<file path="src/rtl/regfile_pkg.sv">
// Shared definitions for the register-file writeback unit: register index names,
// default data width, queue entry layout and the forwarding match rules.
package regfile_pkg;

  localparam int DATA_W = 8;

  localparam logic [2:0] REG_ZERO   = 3'd0;
  localparam logic [2:0] REG_CARRY  = 3'd1;
  localparam logic [2:0] REG_A      = 3'd2;
  localparam logic [2:0] REG_B      = 3'd3;
  localparam logic [2:0] REG_C      = 3'd4;
  localparam logic [2:0] REG_D      = 3'd5;
  localparam logic [2:0] REG_SP     = 3'd6;
  localparam logic [2:0] REG_BRANCH = 3'd7;

  typedef struct packed {
    logic [2:0]        idx;
    logic [DATA_W-1:0] val;
    logic              carry;
  } wb_entry_t;

  // A carry-setting entry owns the carry register regardless of its own index.
  function automatic logic entry_carry_read(input logic e_carry, input logic [2:0] r);
    return e_carry && (r == REG_CARRY);
  endfunction

  function automatic logic entry_hit(input logic [2:0] e_idx, input logic e_carry,
                                     input logic [2:0] r);
    return (r != REG_ZERO) && ((e_idx == r) || entry_carry_read(e_carry, r));
  endfunction

endpackage

</file>
<file path="src/rtl/wb_queue.sv">
// Two-entry FIFO of pending register writes; exposes the head (oldest) and the
// entry behind it so the top can forward from both.
module wb_queue #(
  parameter int DATA_W = 8
) (
  input  logic              i_clock,
  input  logic              i_reset_n,
  input  logic              i_push,
  input  logic              i_pop,
  input  logic              i_flush,
  input  logic [2:0]        i_idx,
  input  logic [DATA_W-1:0] i_val,
  input  logic              i_carry,
  output logic [1:0]        o_count,
  output logic [2:0]        o_head_idx,
  output logic [DATA_W-1:0] o_head_val,
  output logic              o_head_carry,
  output logic [2:0]        o_next_idx,
  output logic [DATA_W-1:0] o_next_val,
  output logic              o_next_carry
);

  logic [2:0]        r_idx   [2];
  logic [DATA_W-1:0] r_val   [2];
  logic              r_carry [2];
  logic              r_head;
  logic [1:0]        r_count;
  logic              w_tail;

  // With two slots the tail is the head slot when empty or full, the other one otherwise.
  assign w_tail = r_head ^ r_count[0];

  // Storage, head pointer and occupancy update.
  always_ff @(posedge i_clock or negedge i_reset_n) begin
    if (!i_reset_n) begin
      for (int i = 0; i < 2; i++) begin
        r_idx[i]   <= 3'd0;
        r_val[i]   <= {DATA_W{1'b0}};
        r_carry[i] <= 1'b0;
      end
      r_head  <= 1'b0;
      r_count <= 2'd0;
    end else if (i_flush) begin
      r_head  <= 1'b0;
      r_count <= 2'd0;
    end else begin
      if (i_push) begin
        r_idx[w_tail]   <= i_idx;
        r_val[w_tail]   <= i_val;
        r_carry[w_tail] <= i_carry;
      end
      if (i_pop) begin
        r_head <= ~r_head;
      end
      case ({i_push, i_pop})
        2'b10:   r_count <= r_count + 2'd1;
        2'b01:   r_count <= r_count - 2'd1;
        default: r_count <= r_count;
      endcase
    end
  end

  assign o_count      = r_count;
  assign o_head_idx   = r_idx[r_head];
  assign o_head_val   = r_val[r_head];
  assign o_head_carry = r_carry[r_head];
  assign o_next_idx   = r_idx[~r_head];
  assign o_next_val   = r_val[~r_head];
  assign o_next_carry = r_carry[~r_head];

endmodule

</file>
<file path="src/rtl/regfile_writeback.sv">
// Writeback unit: queues register writes, issues the oldest one to the register
// file when it is not busy, and forwards pending values to the operand readers.
module regfile_writeback
  import regfile_pkg::*;
#(
  parameter int DATA_W = 8,
  parameter int DEPTH  = 2
) (
  input  logic              clock,
  input  logic              reset_n,
  input  logic              in_valid,
  output logic              in_ready,
  input  logic [2:0]        in_reg,
  input  logic [DATA_W-1:0] in_val,
  input  logic              in_carry,
  input  logic              rf_hold,
  input  logic              flush,
  output logic              write_ctrl,
  output logic [2:0]        write_reg,
  output logic [DATA_W-1:0] write_val,
  output logic              carry_out,
  input  logic [1:0]        read_reg1,
  input  logic [2:0]        read_reg2,
  output logic              fwd_hit1,
  output logic [DATA_W-1:0] fwd_val1,
  output logic              fwd_hit2,
  output logic [DATA_W-1:0] fwd_val2,
  output logic [1:0]        pending
);

  logic [1:0]        w_count;
  logic [2:0]        w_head_idx;
  logic [DATA_W-1:0] w_head_val;
  logic              w_head_carry;
  logic [2:0]        w_next_idx;
  logic [DATA_W-1:0] w_next_val;
  logic              w_next_carry;
  logic              w_has_head;
  logic              w_full;
  logic              w_issue;
  logic              w_push;

  assign w_has_head = (w_count != 2'd0);
  assign w_full     = (w_count == 2'(DEPTH));
  assign w_issue    = w_has_head && !rf_hold;
  assign w_push     = in_valid && in_ready && !flush;

  // A full queue still accepts when its head leaves in the same cycle.
  assign in_ready   = !w_full || w_issue;

  wb_queue #(.DATA_W(DATA_W)) u_queue (
    .i_clock      (clock),
    .i_reset_n    (reset_n),
    .i_push       (w_push),
    .i_pop        (w_issue),
    .i_flush      (flush),
    .i_idx        (in_reg),
    .i_val        (in_val),
    .i_carry      (in_carry),
    .o_count      (w_count),
    .o_head_idx   (w_head_idx),
    .o_head_val   (w_head_val),
    .o_head_carry (w_head_carry),
    .o_next_idx   (w_next_idx),
    .o_next_val   (w_next_val),
    .o_next_carry (w_next_carry)
  );

  assign write_ctrl = w_issue;
  assign write_reg  = w_has_head ? w_head_idx   : 3'd0;
  assign write_val  = w_has_head ? w_head_val   : {DATA_W{1'b0}};
  assign carry_out  = w_has_head ? w_head_carry : 1'b0;
  assign pending    = w_count;

  // Head is checked first so the newer entry overrides it when both match.
  function automatic logic [DATA_W:0] fwd_lookup(
    input logic [2:0]        r,
    input logic [1:0]        cnt,
    input logic [2:0]        h_idx,
    input logic [DATA_W-1:0] h_val,
    input logic              h_carry,
    input logic [2:0]        n_idx,
    input logic [DATA_W-1:0] n_val,
    input logic              n_carry
  );
    logic              hit;
    logic [DATA_W-1:0] v;
    hit = 1'b0;
    v   = {DATA_W{1'b0}};
    if ((cnt != 2'd0) && entry_hit(h_idx, h_carry, r)) begin
      hit = 1'b1;
      v   = entry_carry_read(h_carry, r) ? {{(DATA_W-1){1'b0}}, 1'b1} : h_val;
    end else begin
      hit = hit;
    end
    if ((cnt == 2'd2) && entry_hit(n_idx, n_carry, r)) begin
      hit = 1'b1;
      v   = entry_carry_read(n_carry, r) ? {{(DATA_W-1){1'b0}}, 1'b1} : n_val;
    end else begin
      hit = hit;
    end
    return {hit, v};
  endfunction

  assign {fwd_hit1, fwd_val1} = fwd_lookup({1'b0, read_reg1}, w_count, w_head_idx, w_head_val,
                                           w_head_carry, w_next_idx, w_next_val, w_next_carry);
  assign {fwd_hit2, fwd_val2} = fwd_lookup(read_reg2, w_count, w_head_idx, w_head_val,
                                           w_head_carry, w_next_idx, w_next_val, w_next_carry);

endmodule

</file>
<file path="config.mk">
export PLATFORM = sky130hd
export DESIGN_NAME = regfile_writeback
export DESIGN_NICKNAME = d
export VERILOG_FILES = /design/src/rtl/regfile_pkg.sv /design/src/rtl/wb_queue.sv /design/src/rtl/regfile_writeback.sv
export SDC_FILE = /design/constraint.sdc
export NUM_CORES = 1
export LEC_CHECK = 0
export BUFFER_PORTS_ARGS = -buffer_cell sky130_fd_sc_hd__buf_2
export CAP_MARGIN = 10
export CORE_ASPECT_RATIO = 1.75
export CORE_UTILIZATION = 47
export CTS_BUF_LIST = sky130_fd_sc_hd__clkbuf_4 sky130_fd_sc_hd__clkbuf_8 sky130_fd_sc_hd__clkbuf_16
export DETAILED_ROUTE_END_ITERATION = 12
export GPL_TIMING_DRIVEN = 0
export PLACE_DENSITY = 0.76
export SETUP_SLACK_MARGIN = 0.1
export SKIP_LAST_GASP = 1
export SYNTH_ARGS = -nofsm -noshare
export SYNTH_HDL_FRONTEND = slang
export SYNTH_HIERARCHICAL = 1
export SYNTH_SLANG_ARGS = --single-unit
</file>
<file path="constraint.sdc">
create_clock -name clock -period 2.2 [get_ports clock]
set_input_delay 0.11 -clock clock [delete_from_list [all_inputs] [get_ports clock]]
set_output_delay 0.11 -clock clock [all_outputs]
set_load 0.005 [all_outputs]
</file>
==> metrics list <==
- Final hold violations: 0
- Setup slack on the critical path of the routed design comes to -0.259 ns.
- The first detailed-routing pass took 4 iterations.
- With fillers left out, the area of the finished cells amounts to 2770 µm².
- CTS tree: yes
- Leading cell type by number of instances after synthesis: sky130_fd_sc_hd__mux2_2
* Depth of the most critical reg-to-reg path: 6
* Total negative slack: -3.93 ns
* Violated checks: negative setup slack
- Initial Utilization: 0.491
* Maximum clock frequency: between 400 and 500 MHz
- VDD sags by at most 0.634 mV.
- Summing all multi-input logic gate instances after layout gives 1490 µm².
- Die height: between 80 and 90 µm
* Fraction of layout instances using a drive strength above 1: 0.616
- Counting the buffers created by CTS gives 3.
* Core region area: 4110 µm²
* Worst Hold Endpoint: u_queue/r_val[4]$_DFFE_PN0P_
* H-tree Lvls: 1
- The number of antenna diodes in the final layout is 0.
- The largest individual stage delay along the critical path comes from the cell sky130_fd_sc_hd__dfrtp_1.
- GRT Util Overall: 0.245
* Per-cell routed wire length: 17.8 µm
* Via-per-instance ratio: 5.77
- For the final database, setup skew stands at 0.00139 ns.
* Register area: 677 µm²
- RSZ-0062 raised after global routing: yes
* Clk_lat worst skew: 0.27 ns
- In the global route stage, met2 resource usage came out at 0.449.
* Number of cells on the worst hold path: 2
- The final number of max-transition violations was 0.
- The critical path in this run is classified as reg -> out.
- Sum of net half-perimeters after detailed placement: between 3000 and 4000 µm
* Required time of the worst setup path: 2.09 ns
- Synthesized area: 2020 µm²
* First-pass GRT wire length: 8220 µm
- Cell type contributing the most total cell area after synthesis: sky130_fd_sc_hd__dfrtp_1
- HP Start: in_val[4]
- The via count of the first global-routing pass was 1719.
- In this run, distinct cell masters in the synthesized netlist total 42.
* Global route hottest layer: met2
- The count of cells in the finished layout, fillers not included, comes to 304.
- The share of synthesized area in the top cell type comes to 0.335.
- Worst reg2reg setup slack: 0.20 ns
- Vias after detailed routing: 1754
- Type of the worst min-delay path: in -> reg
- The run finished, with violations left.
* Clock tree sinks: 27
- Final clock period utilization by the worst path: 1.12
- Largest net degree at the start of global routing: 28
- X dimension of the die: 51.6 µm
* Most frequent cells after synthesis: sky130_fd_sc_hd__mux2_2 (47), sky130_fd_sc_hd__dfrtp_1 (27), sky130_fd_sc_hd__a22o_1 (14), sky130_fd_sc_hd__nor2b_1 (12), sky130_fd_sc_hd__nor2_1 (9)
- In this run the core area contains 31 standard-cell rows.
- Violation count after the first detailed-route iteration: 37
- For met1 alone, demand over resource in global routing was 0.268.
- Counting every net in the synthesized netlist gives between 200 and 250.
- The clock passes through at most 2 buffers.
- For this run, asynchronously set or reset flops after synthesis account for 1.00.
* Met3 global-route usage: 0.0275
- Post-placement cell count: 287
* Total leakage power: 0.00129 µW
- Count of flip-flops with a built-in enable after synthesis: 0
- The average instance in the mapped netlist occupies between 10 and 15 µm².
- Power density cells: 1100 nW/µm²
- The number of antenna violations at the first check in global routing is 0.
* Data arrival time of the worst path: 2.35 ns
- Worst Tran Pin Value: 0.598 ns
- Number of I/O port buffers: 54
- CTS root buffer: sky130_fd_sc_hd__clkbuf_8
- After synthesis the netlist holds a flip-flop and latch count of 27.
* Biggest area contributors in the synthesized netlist: sky130_fd_sc_hd__dfrtp_1 (33%), sky130_fd_sc_hd__mux2_2 (26%), sky130_fd_sc_hd__a22o_1 (6.1%), sky130_fd_sc_hd__nor2b_1 (3.7%), sky130_fd_sc_hd__xor2_1 (3.5%)
* Total global routing overflow: 0
- The layout has 323 filler cells.
- Prior to clock tree synthesis, the placed netlist has a worst setup slack of -0.371 ns.
* Ys flop type: sky130_fd_sc_hd__dfrtp_1
- Most Frequent Cell on Critical Path: sky130_fd_sc_hd__buf_6
* Biggest fanout along the worst timing path: 7
- The share of the Yosys chip area taken by registers is 0.335.
- Number of maximum-capacitance constraint violations: 0
* Cell family with the largest share of critical-path delay: compound AO/OA/AOI/OAI gates
* Count of nets left with antenna violations after detail routing: 0
- Clock transition at the registers of the reported paths: 0.09 ns
- Post-synthesis instance total: 184
- Worst setup SP type: register
- Final weighted congestion of routability-driven global placement: 0.913
- Buf/Inv on CP: 4
- For this block, the routed nets add up to 5420 µm of wire.
- In this run the count of I/O pins placed on the die edge is 56.
* Reg2Reg Capture Point: u_queue/r_idx[4]$_DFFE_PN0P_
- Warnings from Yosys: 6
- Area growth from synthesis to layout: 37.2%
- Post-layout nets: 278
* Maximum cell stage delay along the critical path: 0.38 ns
- Walking the worst path, the cells encountered are buf_6 > buf_8 > mux2_4 > xor2_4 > o311ai_4 > a221oi_4 > buf_6 > a22o_1 > buf_2.
- Critical path capture point type: output pin
* Final core occ: 0.674
- The smallest clock period supported by the final layout is computed as 2.46 ns.
- Remaining max-slew budget at the tightest pin: 0.601
- Total setup violations reported at the end of the flow: 18
* DRC viols: 0
- The worst register-to-register path begins at u_queue/o_count[1]$_DFFE_PN0P_.
- The placed instances occupy a cell area of roughly 2400 µm².
- The die covers 4570 µm².
## layer usage
| metal | up-vias | part of all wire | wire length, µm |
|---|---|---|---|
| met1 | 869 | 0.38 | 2030 |
| met5 | - | 0 | 0 |
| met4 | 0 | 0.027 | 148 |
| li1 | 815 | - | - |
| met3 | 13 | 0.041 | 222 |
| met2 | 57 | 0.56 | 3010 |
## timing repair
item                                    in CTS  in global routing
buffers inserted                             8                  4
hold endpoints to repair                    27                  0
endpoints found under the setup margin      30                 32
gates resized for setup                     28                 22
hold buffers                                 1                  0
pin swaps                                    7                  4
## power by group
| group | internal (µW) | switching (µW) |
|---|---|---|
| clock network | 142 | 146 |
| registers | 719 | 179 |
| logic | 960 | 891 |
## cell families after synthesis
logic type / synth area share
simple gates: 0.160
mux: 0.279
xor+xnor: 0.0601
flops: 0.335
buf+inv: 0.0403
compound gates: 0.126
## area by class of cell
| cell class | instances | share of cell area |
|---|---|---|
| sequential | 27 | 0.244 |
| buffer | 9 | 0.0343 |
| tap | 49 | 0.0221 |
| inverter | 4 | 0.00542 |
| multi-input combinational | 144 | 0.539 |
| timing repair buffer | 67 | 0.138 |
| clock buffer | 4 | 0.0176 |
## stage by stage
step           power [µW]  hold slack [ns]
6_report             3040           0.0792
5_1_grt              3230           0.0735
4_1_cts              2820           0.0645
3_5_place_dp         2300            0.147
3_3_place_gp         2250            0.149
2_1_floorplan        1910           -0.186
## registers in the layout (all words and copies together), names as in the netlist
signal and flops:
u_queue/r_val 16, u_queue/o_count 2, u_queue/r_head 1, u_queue/r_idx 6
u_queue/r_carry 2
## placed cells by master, fill, tap and decap left out, types with 2 or more instances in the layout
cell type                   n
sky130_fd_sc_hd__buf_8      2
sky130_fd_sc_hd__nor2_1     8
sky130_fd_sc_hd__nand2b_1   2
sky130_fd_sc_hd__nor2b_1   12
sky130_fd_sc_hd__clkbuf_8   3
sky130_fd_sc_hd__mux2_2    40
sky130_fd_sc_hd__a21oi_1    2
sky130_fd_sc_hd__xnor2_2    4
sky130_fd_sc_hd__buf_4     10
sky130_fd_sc_hd__clkbuf_4   2
sky130_fd_sc_hd__a22o_1    14
sky130_fd_sc_hd__xor2_1     3
sky130_fd_sc_hd__o21ai_0    2
sky130_fd_sc_hd__xor2_2     3
sky130_fd_sc_hd__nor3b_1    2
sky130_fd_sc_hd__mux2_4     8
sky130_fd_sc_hd__buf_2     54
sky130_fd_sc_hd__inv_1      3
sky130_fd_sc_hd__nor3_1     4
sky130_fd_sc_hd__and2_1     3
sky130_fd_sc_hd__and3b_1    2
sky130_fd_sc_hd__dfrtp_1   26
sky130_fd_sc_hd__xor2_4     2
sky130_fd_sc_hd__mux2i_1    2
sky130_fd_sc_hd__nand2_1    4
sky130_fd_sc_hd__buf_6      7
## how the worst max path moves through the flow
stage	end	slack, ns	startpoint	cells after the start
final	fwd_val1[2]	-0.26	u_queue/r_head$_DFFE_PN0P_	9
after global routing	fwd_val2[7]	-0.36	u_queue/r_head$_DFFE_PN0P_	9
after CTS	fwd_val1[2]	-0.24	u_queue/r_head$_DFFE_PN0P_	9
after detailed placement	fwd_val1[2]	-0.37	u_queue/r_head$_DFFE_PN0P_	8
after global placement	fwd_val1[7]	-0.35	u_queue/r_head$_DFFE_PN0P_	8
after floorplan	fwd_val2[2]	0.10	u_queue/r_head$_DFFE_PN0P_	7
No activity file was read; power rests on OpenSTA's default activity.
